--- config.mk ---
export PLATFORM = sky130hd
export DESIGN_NAME = pipe_hazard_ctrl
export DESIGN_NICKNAME = d
export VERILOG_FILES = /design/src/rtl/pipe_hazard_ctrl_pkg.sv /design/src/rtl/pipe_hazard_ctrl_fwd_unit.sv /design/src/rtl/pipe_hazard_ctrl.sv
export SDC_FILE = /design/constraint.sdc
export NUM_CORES = 1
export LEC_CHECK = 0
export BUFFER_PORTS_ARGS = -buffer_cell sky130_fd_sc_hd__buf_2
export CAP_MARGIN = 5
export CELL_PAD_IN_SITES_DETAIL_PLACEMENT = 0
export CELL_PAD_IN_SITES_GLOBAL_PLACEMENT = 1
export CORE_UTILIZATION = 33
export DETAILED_ROUTE_END_ITERATION = 12
export MAX_ROUTING_LAYER = met4
export PLACE_DENSITY_LB_ADDON = 0.1
export SLEW_MARGIN = 20
export SYNTH_ARGS = -nofsm -noshare
export SYNTH_HDL_FRONTEND = slang
export SYNTH_SLANG_ARGS = --single-unit
--- constraint.sdc ---
create_clock -name clk -period 4.8 [get_ports clk]
set_input_delay 0.72 -clock clk [delete_from_list [all_inputs] [get_ports clk]]
set_output_delay 0.72 -clock clk [all_outputs]
set_load 0.1 [all_outputs]
--- src/rtl/pipe_hazard_ctrl_pkg.sv ---
// ---------------------------------------------------------------------------
// pipe_hazard_ctrl_pkg
// Shared pipeline definitions for the 5-stage IF/ID/EX/MEM/WB pipeline:
//   - opcode constants for the supported instructions (R-type, lw, sw, beqz)
//   - EX-stage operand forwarding select codes
//   - hazard controller FSM state enum
//   - helper telling whether an ID opcode reads its rt field
// ---------------------------------------------------------------------------
package pipe_hazard_ctrl_pkg;

    localparam logic [5:0] OP_RTYPE = 6'b000000;
    localparam logic [5:0] OP_LW    = 6'b100011;
    localparam logic [5:0] OP_SW    = 6'b101011;
    localparam logic [5:0] OP_BEQZ  = 6'b000100;

    localparam logic [1:0] FWD_RF  = 2'b00;
    localparam logic [1:0] FWD_MEM = 2'b01;
    localparam logic [1:0] FWD_WB  = 2'b10;

    typedef enum logic [1:0] {
        RUN      = 2'b00,
        LU_STALL = 2'b01,
        MEM_WAIT = 2'b10
    } hz_state_t;

    // lw and beqz only read rs; R-type and sw also read rt
    function automatic logic uses_rt(input logic [5:0] opcode);
        return (opcode == OP_RTYPE) || (opcode == OP_SW);
    endfunction

endpackage

--- src/rtl/pipe_hazard_ctrl_fwd_unit.sv ---
// ---------------------------------------------------------------------------
// fwd_unit
// EX-stage forwarding comparators. For each EX source register it selects
// the youngest in-flight producer: MEM result first, then WB result, else
// the register file. Register 0 is never forwarded.
// Ports:
//   ex_rs, ex_rt           in  source registers of the instruction in EX
//   mem_rd, mem_reg_write  in  destination / write enable held in MEM
//   wb_rd, wb_reg_write    in  destination / write enable held in WB
//   fwd_a, fwd_b           out operand selects (FWD_RF / FWD_MEM / FWD_WB)
// ---------------------------------------------------------------------------
module fwd_unit
    import pipe_hazard_ctrl_pkg::*;
(
    input  logic [4:0] ex_rs,
    input  logic [4:0] ex_rt,
    input  logic [4:0] mem_rd,
    input  logic       mem_reg_write,
    input  logic [4:0] wb_rd,
    input  logic       wb_reg_write,
    output logic [1:0] fwd_a,
    output logic [1:0] fwd_b
);

    // MEM holds the more recent value, so it wins over WB when both match
    function automatic logic [1:0] pick_src(input logic [4:0] src,
                                            input logic [4:0] m_rd,
                                            input logic       m_we,
                                            input logic [4:0] w_rd,
                                            input logic       w_we);
        if (m_we && (m_rd != 5'd0) && (m_rd == src))
            return FWD_MEM;
        else if (w_we && (w_rd != 5'd0) && (w_rd == src))
            return FWD_WB;
        else
            return FWD_RF;
    endfunction

    assign fwd_a = pick_src(ex_rs, mem_rd, mem_reg_write, wb_rd, wb_reg_write);
    assign fwd_b = pick_src(ex_rt, mem_rd, mem_reg_write, wb_rd, wb_reg_write);

endmodule

--- src/rtl/pipe_hazard_ctrl.sv ---
// ---------------------------------------------------------------------------
// pipe_hazard_ctrl
// Hazard and stall controller for the 5-stage pipeline. Detects load-use
// hazards between ID and EX, data-memory waits in MEM and taken branches in
// ID, and from these drives pipeline register enables, the IF/ID flush, the
// ID/EX bubble and the EX forwarding selects. A saturating counter records
// every cycle in which the PC is held.
//
// Build option: macro HAZARD_FWD_EN
//   defined   - forwarding from MEM/WB active; only a load in EX stalls ID
//   undefined - no forwarding (selects stay 00); ID stalls on any RAW
//               against a writing instruction in EX or MEM
//
// Ports:
//   clk, reset                      clock, async active-high reset
//   id_opcode, id_rs, id_rt         instruction in ID
//   beq_taken                       ID resolved a taken beqz
//   ex_rd, ex_rs, ex_rt             EX registers
//   ex_mem_read, ex_reg_write       EX control bits
//   mem_rd, mem_reg_write           MEM destination / write enable
//   wb_rd, wb_reg_write             WB destination / write enable
//   dmem_req, dmem_ready            data-memory handshake in MEM
//   pc_en, if_id_en, id_ex_en, ex_mem_en   pipeline register enables
//   if_id_flush, id_ex_bubble       NOP injection controls
//   fwd_a, fwd_b                    EX operand selects
//   stall_cnt                       saturating count of PC-held cycles
// ---------------------------------------------------------------------------
module pipe_hazard_ctrl
    import pipe_hazard_ctrl_pkg::*;
#(
    parameter int CNT_W = 16
) (
    input  logic             clk,
    input  logic             reset,
    input  logic [5:0]       id_opcode,
    input  logic [4:0]       id_rs,
    input  logic [4:0]       id_rt,
    input  logic             beq_taken,
    input  logic [4:0]       ex_rd,
    input  logic             ex_mem_read,
    input  logic             ex_reg_write,
    input  logic [4:0]       ex_rs,
    input  logic [4:0]       ex_rt,
    input  logic [4:0]       mem_rd,
    input  logic             mem_reg_write,
    input  logic [4:0]       wb_rd,
    input  logic             wb_reg_write,
    input  logic             dmem_req,
    input  logic             dmem_ready,
    output logic             pc_en,
    output logic             if_id_en,
    output logic             id_ex_en,
    output logic             ex_mem_en,
    output logic             if_id_flush,
    output logic             id_ex_bubble,
    output logic [1:0]       fwd_a,
    output logic [1:0]       fwd_b,
    output logic [CNT_W-1:0] stall_cnt
);

    hz_state_t  state, next_state;
    logic       id_rt_used;
    logic       ex_hits;
    logic       lu;
    logic       mw;
    logic [1:0] fwd_a_raw, fwd_b_raw;

    fwd_unit u_fwd (
        .ex_rs         (ex_rs),
        .ex_rt         (ex_rt),
        .mem_rd        (mem_rd),
        .mem_reg_write (mem_reg_write),
        .wb_rd         (wb_rd),
        .wb_reg_write  (wb_reg_write),
        .fwd_a         (fwd_a_raw),
        .fwd_b         (fwd_b_raw)
    );

    assign id_rt_used = uses_rt(id_opcode);
    assign ex_hits    = (ex_rd != 5'd0) &&
                        ((ex_rd == id_rs) || (id_rt_used && (ex_rd == id_rt)));
    assign mw         = dmem_req && !dmem_ready;

`ifdef HAZARD_FWD_EN
    logic unused_sink;

    // Only a load in EX cannot be covered by forwarding
    assign lu          = ex_mem_read && ex_hits;
    assign fwd_a       = reset ? FWD_RF : fwd_a_raw;
    assign fwd_b       = reset ? FWD_RF : fwd_b_raw;
    assign unused_sink = ex_reg_write;
`else
    logic mem_hits;
    logic unused_sink;

    // Without forwarding, ID must wait until the producer reaches WB;
    // the regfile is write-first so a WB producer needs no stall
    assign mem_hits    = (mem_rd != 5'd0) &&
                         ((mem_rd == id_rs) || (id_rt_used && (mem_rd == id_rt)));
    assign lu          = (ex_reg_write && ex_hits) || (mem_reg_write && mem_hits);
    assign fwd_a       = FWD_RF;
    assign fwd_b       = FWD_RF;
    assign unused_sink = ^{ex_mem_read, fwd_a_raw, fwd_b_raw};
`endif

    // State register; reset drops any pending stall immediately
    always_ff @(posedge clk or posedge reset) begin
        if (reset)
            state <= RUN;
        else
            state <= next_state;
    end

    // Next state plus pipeline controls. Controls depend only on the current
    // inputs so a stall takes effect in the same cycle it is detected; a
    // memory wait outranks load-use, which outranks a taken branch (the
    // branch re-resolves once ID is released).
    always_comb begin
        next_state   = state;
        pc_en        = 1'b1;
        if_id_en     = 1'b1;
        id_ex_en     = 1'b1;
        ex_mem_en    = 1'b1;
        if_id_flush  = 1'b0;
        id_ex_bubble = 1'b0;

        unique case (state)
            RUN: begin
                if (mw)
                    next_state = MEM_WAIT;
                else if (lu)
                    next_state = LU_STALL;
            end
            LU_STALL: next_state = mw ? MEM_WAIT : RUN;
            MEM_WAIT: begin
                if (!mw)
                    next_state = RUN;
            end
            default:  next_state = RUN;
        endcase

        if (reset) begin
            pc_en        = 1'b0;
            if_id_en     = 1'b0;
            id_ex_en     = 1'b0;
            ex_mem_en    = 1'b0;
            id_ex_bubble = 1'b1;
        end else if (mw) begin
            pc_en        = 1'b0;
            if_id_en     = 1'b0;
            id_ex_en     = 1'b0;
            ex_mem_en    = 1'b0;
        end else if (lu) begin
            pc_en        = 1'b0;
            if_id_en     = 1'b0;
            id_ex_bubble = 1'b1;
        end else if (beq_taken) begin
            if_id_flush  = 1'b1;
        end
    end

    // Stall-cycle counter: counts every cycle the PC is held, sticks at max
    always_ff @(posedge clk or posedge reset) begin
        if (reset)
            stall_cnt <= '0;
        else if (!pc_en && (stall_cnt != {CNT_W{1'b1}}))
            stall_cnt <= stall_cnt + CNT_W'(1);
    end

endmodule

==> results of run 1 <==
[synth_stat cells, drive strengths merged]
cell type and n:
o21ai 3, dfrtp 16, a21o 1, nand2b 1
buf 8, nor3 3, nand4b 1, and3 11
a41oi 1, and4 2, conb 1, ha 1
inv 3, o211ai 1, and2 2, nand4 8
xnor2 23, nand2 4, a211oi 1, or4 3
xor2 12, mux2 1, nand3 11, nor2 2
[path summary, 6_finish.rpt]
kind / startpoint / to / slack (ns) / cells after the start
min in group clk: stall_cnt[8] / stall_cnt[8] / 0.49 / 1
min: reset / stall_cnt[0] / 0.47 / 3
max in group asynchronous: reset / stall_cnt[11] / 4.14 / 3
min reg2reg: stall_cnt[8] / stall_cnt[8] / 0.49 / 1
max: id_opcode[0] / if_id_flush / 1.28 / 9
max reg2reg: stall_cnt[0] / stall_cnt[1] / 2.19 / 6
[layout make-up]
cell class,count,area [µm²]
fillers,356,1870
flip-flops and latches,16,400
repair buffers,56,285
clock buffers,4,55.1
multi-input cells,96,761
well taps,46,57.6
inverters,3,11.3
[power by group through the flow]
stage          registers (mW)  logic [mW]  clock network (mW)
2_1_floorplan           0.397       0.130                   0
3_3_place_gp            0.195       0.393                   0
3_5_place_dp            0.198       0.394                   0
4_1_cts                 0.196       0.396               0.123
5_1_grt                 0.203       0.411               0.130
6_report                0.195       0.393               0.120
[through the flow]
stage                     cell area [µm²]  std cells
after floorplan                      1240        123
final                                1570        221
after CTS                            1570        221
after global routing                 1570        221
after detailed placement             1520        217
after global placement               1520        217
[logic make-up after synthesis]
family          count (synthesis)
mux                             1
compound gates                  7
xor+xnor                       35
buf+inv                        11
simple gates                   48
flops                          16
fa+ha+maj                       1
other cells                     1
[routing by layer]
metal | GRT usage [%] | vias up | wire (µm)
met2 | 24.2 | 29 | 1240
li1 | - | 526 | -
met3 | 3.26 | 2 | 121
met5 | - | - | 0
met4 | 2.62 | 0 | 8
met1 | 20.6 | 491 | 1310
[worst min-delay path: cells and delay by family]
family,cells,cell delay (ns)
buffers and inverters,3,0.36
==> results.toml, run 1 <==
[die]
die_area_um2 = 3980
ioPinCount = 76
rows = 21
start_util_pct = 35.8
dieHeight_um = 63.1
core_um2 = 3440
die_w_um = 63.1

[synthesis]
synth_top_family_by_area = "simple AND/OR/NAND/NOR gates"
synthSimpleGateAreaFrac_pct = 26.9
synth_cell_types = 32
synth-seq-cells = 16
yosysWarnings = 0
yosysTopAreaCellShare_pct = 32.5
yosys.area.top_type = "dfrtp_1"
postSynthCellCount = 120
muxShareOfSynthArea_pct = 1.22
seq_area_frac_synth_pct = 32.5
syn_area_per_cell_um2 = 10.3
synthXorXnorAreaFrac_pct = 25.5
netlist_area_um2 = 1230
synth_fa_ha_area_share_pct = 1.02
synth.area.top_cells = "dfrtp_1 (33%), xnor2_1 (16%), xor2_1 (8.5%)"
synth_compound_area_share_pct = 5.89

[power]
p_int_mw = 0.323
peakVddDrop_v = 0.000110
seq_power_share_pct = 27.5
netSwitchingFraction_pct = 54.4
power_frac_clock_pct = 16.9
combPwrFrac_pct = 55.5
power_leakage_nw = 0.778
powerDensity_nw_per_um2 = 451
total_power_mw = 0.708
p_sw_mw = 0.386

[route]
routed_wl_um = 2680
vias_per_cell = 4.74
postRouteAntennaNets = 0
vias = 1048
dr.pass1.iters = 4
drc = 0
drt_iter0_drc = 35
wl_per_cell_um = 12.1

[critical_path]
path_cells = "buf_2 > or4_4 > a211oi_2 > a41oi_2 > o211ai_4 > buf_4 > inv_2 > and2_1 > buf_2"
cp_top_family = "buffers and inverters"
crit_buf_inv = 4
critical_path.max_stage_delay_ns = 0.52
crit_arrival_ns = 2.80
crit_fanout = 16
cp.required_ns = 4.08
crit_top_cell = "buf_2"
start_kind = "primary input"
critPathKind = "primary input to primary output"
cpMaxStageDelayCell = "or4_4"
crit_path_end_kind = "primary output"

[layout]
drive_gt1_share_pct = 44.0
n_antenna_cell = 0
most-common-layout-cells = "buf_2 (54), xnor2_1 (22), dfrtp_1 (16), xor2_1 (12), and3_1 (11)"
syn_to_final_growth_pct = 27.5
reg_top3 = "stall_cnt (16)"
layout.nets = 227
largest_reg_flops = 16
final_common_cell = "buf_2"
final_util_pct = 45.6
regMostFlops = "stall_cnt"

[global_routing]
grt_pass1_vias = 1037
grt_overflow = 0
antenna_found_initial = 0
grt_usage_pct = 15.4
grt_max_degree = 19
grt_pass1_wl_um = 4770

[clock_network]
post_cts_buffers = 0
cts_tree = "done"
cts-root-buf = "clkbuf_8"
cts_max_path_buffers = 2
cts_buffers = 3
cts-htree-levels = 1
cts.clk_slew.worst_paths_ns = 0.07
clk_latency_ns = 0.25
ctsHoldBuffers = 0
ctsResizeCount = 0
cts.sinks = 16

[sta]
slew_violations = 0
setup_tns_ns = 0
whs_ns = 0.472
fin_crit_sh_pct = 73.3
skew_ns = 0.00317
fmax_ghz = 0.284
layout_setup_ws_ns = 1.28
max-slew-margin-rel_pct = 42.2
fin_crit_ns = 3.52
rsz0062_at_grt = "false"
setup_viol_count_final = 0
tightest_slew_ns = 0.864
hold_viol_final = 0

[placed_design]
place.gp.congestion = 0.748
numPortBuffers = 54
place_ws_ns = 1.27
dp_hpwl_um = 2130

[min_path]
hp-class = "primary input to asynchronous set/reset pin"

[outcome]
status = "finished, final reports clean"

[job]
maxCapViolCount = 0
No activity file was read; power rests on OpenSTA's default activity.
==> run 2: changes to the inputs <==
Settings changed: ABC_AREA from default to 1, CORE_UTILIZATION 33 to 27.
Clock period 4.8 ns to 3.1 ns, I/O delays scaled along.
==> run 2 against run 1 <==
Net effect: setup slack worse by 0.47 ns; critical path depth unchanged; cell count up 54%; clock power up 60%; power up 46%; register-to-register slack worse by 1.2 ns; hold slack worse by 0.14 ns; sequential share of layout area down 3.8 points.
==> results.toml, run 2 <==
[critical_path]
start_kind = "primary input"
crit_path_end_kind = "primary output"
crit_arrival_ns = 1.82
crit_fanout = 4
cp.required_ns = 2.63
r2r_cells = 9
critPathKind = "primary input to primary output"

[global_routing]
antenna_found_initial = 0
grt_max_degree = 18
grt_usage_pct = 14.7
grt_pass1_wl_um = 6270
grt_overflow = 0
grt_pass1_vias = 1325

[power]
total_power_mw = 1.04
p_int_mw = 0.465
netSwitchingFraction_pct = 55.2
combPwrFrac_pct = 53.0
peakVddDrop_v = 0.000386
powerDensity_nw_per_um2 = 562
power_frac_clock_pct = 18.5
seq_power_share_pct = 28.5
power_leakage_nw = 1.04
p_sw_mw = 0.571

[die]
start_util_pct = 28.3
die_area_um2 = 5730
core_um2 = 5170
ioPinCount = 76
dieHeight_um = 75.7
rows = 26
die_w_um = 75.7

[synthesis]
syn_area_per_cell_um2 = 6.72
synth_ff_type = "dfrtp_1"
async_flop_share_pct = 100
yosys.area.top_type = "dfrtp_1"
netlist_area_um2 = 1470
yosysTopAreaCellShare_pct = 27.3
yosysWarnings = 0
synth_cell_types = 27
synth.area.top_cells = "dfrtp_1 (27%), nand2_1 (17%), xor2_1 (12%)"
synth_most_common_cell = "nand2_1"
synth-seq-cells = 16
postSynthCellCount = 218
synth_common_cells = "nand2_1 (65), nand3_1 (27), inv_1 (23), xor2_1 (20), nor2_1 (19)"
synth_edf_count = 0
seq_area_frac_synth_pct = 27.3

[clock_network]
ctsHoldBuffers = 0
cts.sinks = 16
cts.clk_slew.worst_paths_ns = 0.07
cts_buffers = 3
cts-htree-levels = 1
cts_tree = "done"
cts_max_path_buffers = 2
post_cts_buffers = 0
clk_latency_ns = 0.25
cts-root-buf = "clkbuf_8"
ctsResizeCount = 0

[sta]
fmax_ghz = 0.437
slew_violations = 0
whs_ns = 0.330
rsz0062_at_grt = "false"
setup_tns_ns = 0
skew_ns = 0.00235
hold_viol_final = 0
fin_crit_sh_pct = 73.8
tightest_slew_ns = 0.659
fin_crit_ns = 2.29
max-slew-margin-rel_pct = 56.0
setup_viol_count_final = 0

[layout]
most-common-layout-cells = "nand2_1 (65), buf_2 (54), nand3_1 (27), inv_1 (23), xor2_1 (20)"
drive_gt1_share_pct = 26.2
reg_top3 = "stall_cnt (16)"
largest_reg_flops = 16
final_common_cell = "nand2_1"
regMostFlops = "stall_cnt"
syn_to_final_growth_pct = 25.7
final_util_pct = 35.6
layout.nets = 323
n_antenna_cell = 0

[job]
maxCapViolCount = 0

[placed_design]
numPortBuffers = 54
dp_hpwl_um = 3000
place.gp.congestion = 0.712

[min_path]
hp-class = "primary input to asynchronous set/reset pin"

[route]
dr.pass1.iters = 4
vias = 1458
drc = 0
wl_per_cell_um = 11.0
routed_wl_um = 3740
postRouteAntennaNets = 0
vias_per_cell = 4.28
drt_iter0_drc = 50

[outcome]
status = "finished, final reports clean"
## run 2: per-stage QoR
step | instance area (µm²) | setup slack (ns) | instances
floorplan | 1490 | 0.205 | 221
global placement | 1790 | 0.761 | 337
detailed placement | 1790 | 0.788 | 337
CTS | 1840 | 0.780 | 341
global route | 1840 | 0.690 | 341
finish | 1840 | 0.811 | 341
## run 2: area by class of cell
| class | instances | area (µm²) |
|---|---|---|
| fill | 590 | 3330 |
| tap | 70 | 87.6 |
| inverter | 27 | 101 |
| multi-input combinational | 169 | 920 |
| timing repair buffer | 55 | 278 |
| sequential | 16 | 400 |
| clock buffer | 4 | 55.1 |
## run 2: critical path, stage by stage
cell	delay, ns
buf_2	0.12
or2_0	0.21
a21oi_1	0.16
nand3_1	0.10
nand2_1	0.07
nand2_1	0.07
a21oi_1	0.11
or2_1	0.10
buf_2	0.41
## run 2: kinds of logic (layout without fill, tap and decap cells)
logic type,after synthesis,in the layout,share of synthesized area [%]
AO/OA/AOI/OAI,6,6,2.05
buffers and inverters,36,86,11.4
XOR/XNOR,29,29,17.3
AND/OR/NAND/NOR,129,129,40.8
adder cells (fa/ha/maj),1,1,0.854
flip-flops,16,16,27.3
other,1,4,0.256
## run 2: final timing paths
check	from	to	slack, ns
worst max-delay path	ex_rd[1]	id_ex_bubble	0.81
worst min-delay path	reset	stall_cnt[9]	0.33
worst max register to register	stall_cnt[0]	stall_cnt[10]	1.00
worst min register to register	stall_cnt[8]	stall_cnt[8]	0.53
max in group asynchronous	reset	stall_cnt[1]	2.35
min in group clk	stall_cnt[8]	stall_cnt[8]	0.53
## run 2: layer usage
layer  up-vias  GRT usage, %  share of wire (%)
li1        784             -                  -
met1       640          19.2                 49
met2        32          24.3                 47
met3         2          2.65                3.3
met4         0          1.85               0.72
met5         -             -                  0
## run 2: power by group through the flow
stage               logic, mW  clock network [mW]  registers, mW
floorplan               0.218                   0          0.535
global placement        0.555                   0          0.299
detailed placement      0.555                   0          0.300
CTS                     0.556               0.196          0.296
global route            0.589               0.205          0.302
finish                  0.549               0.192          0.295
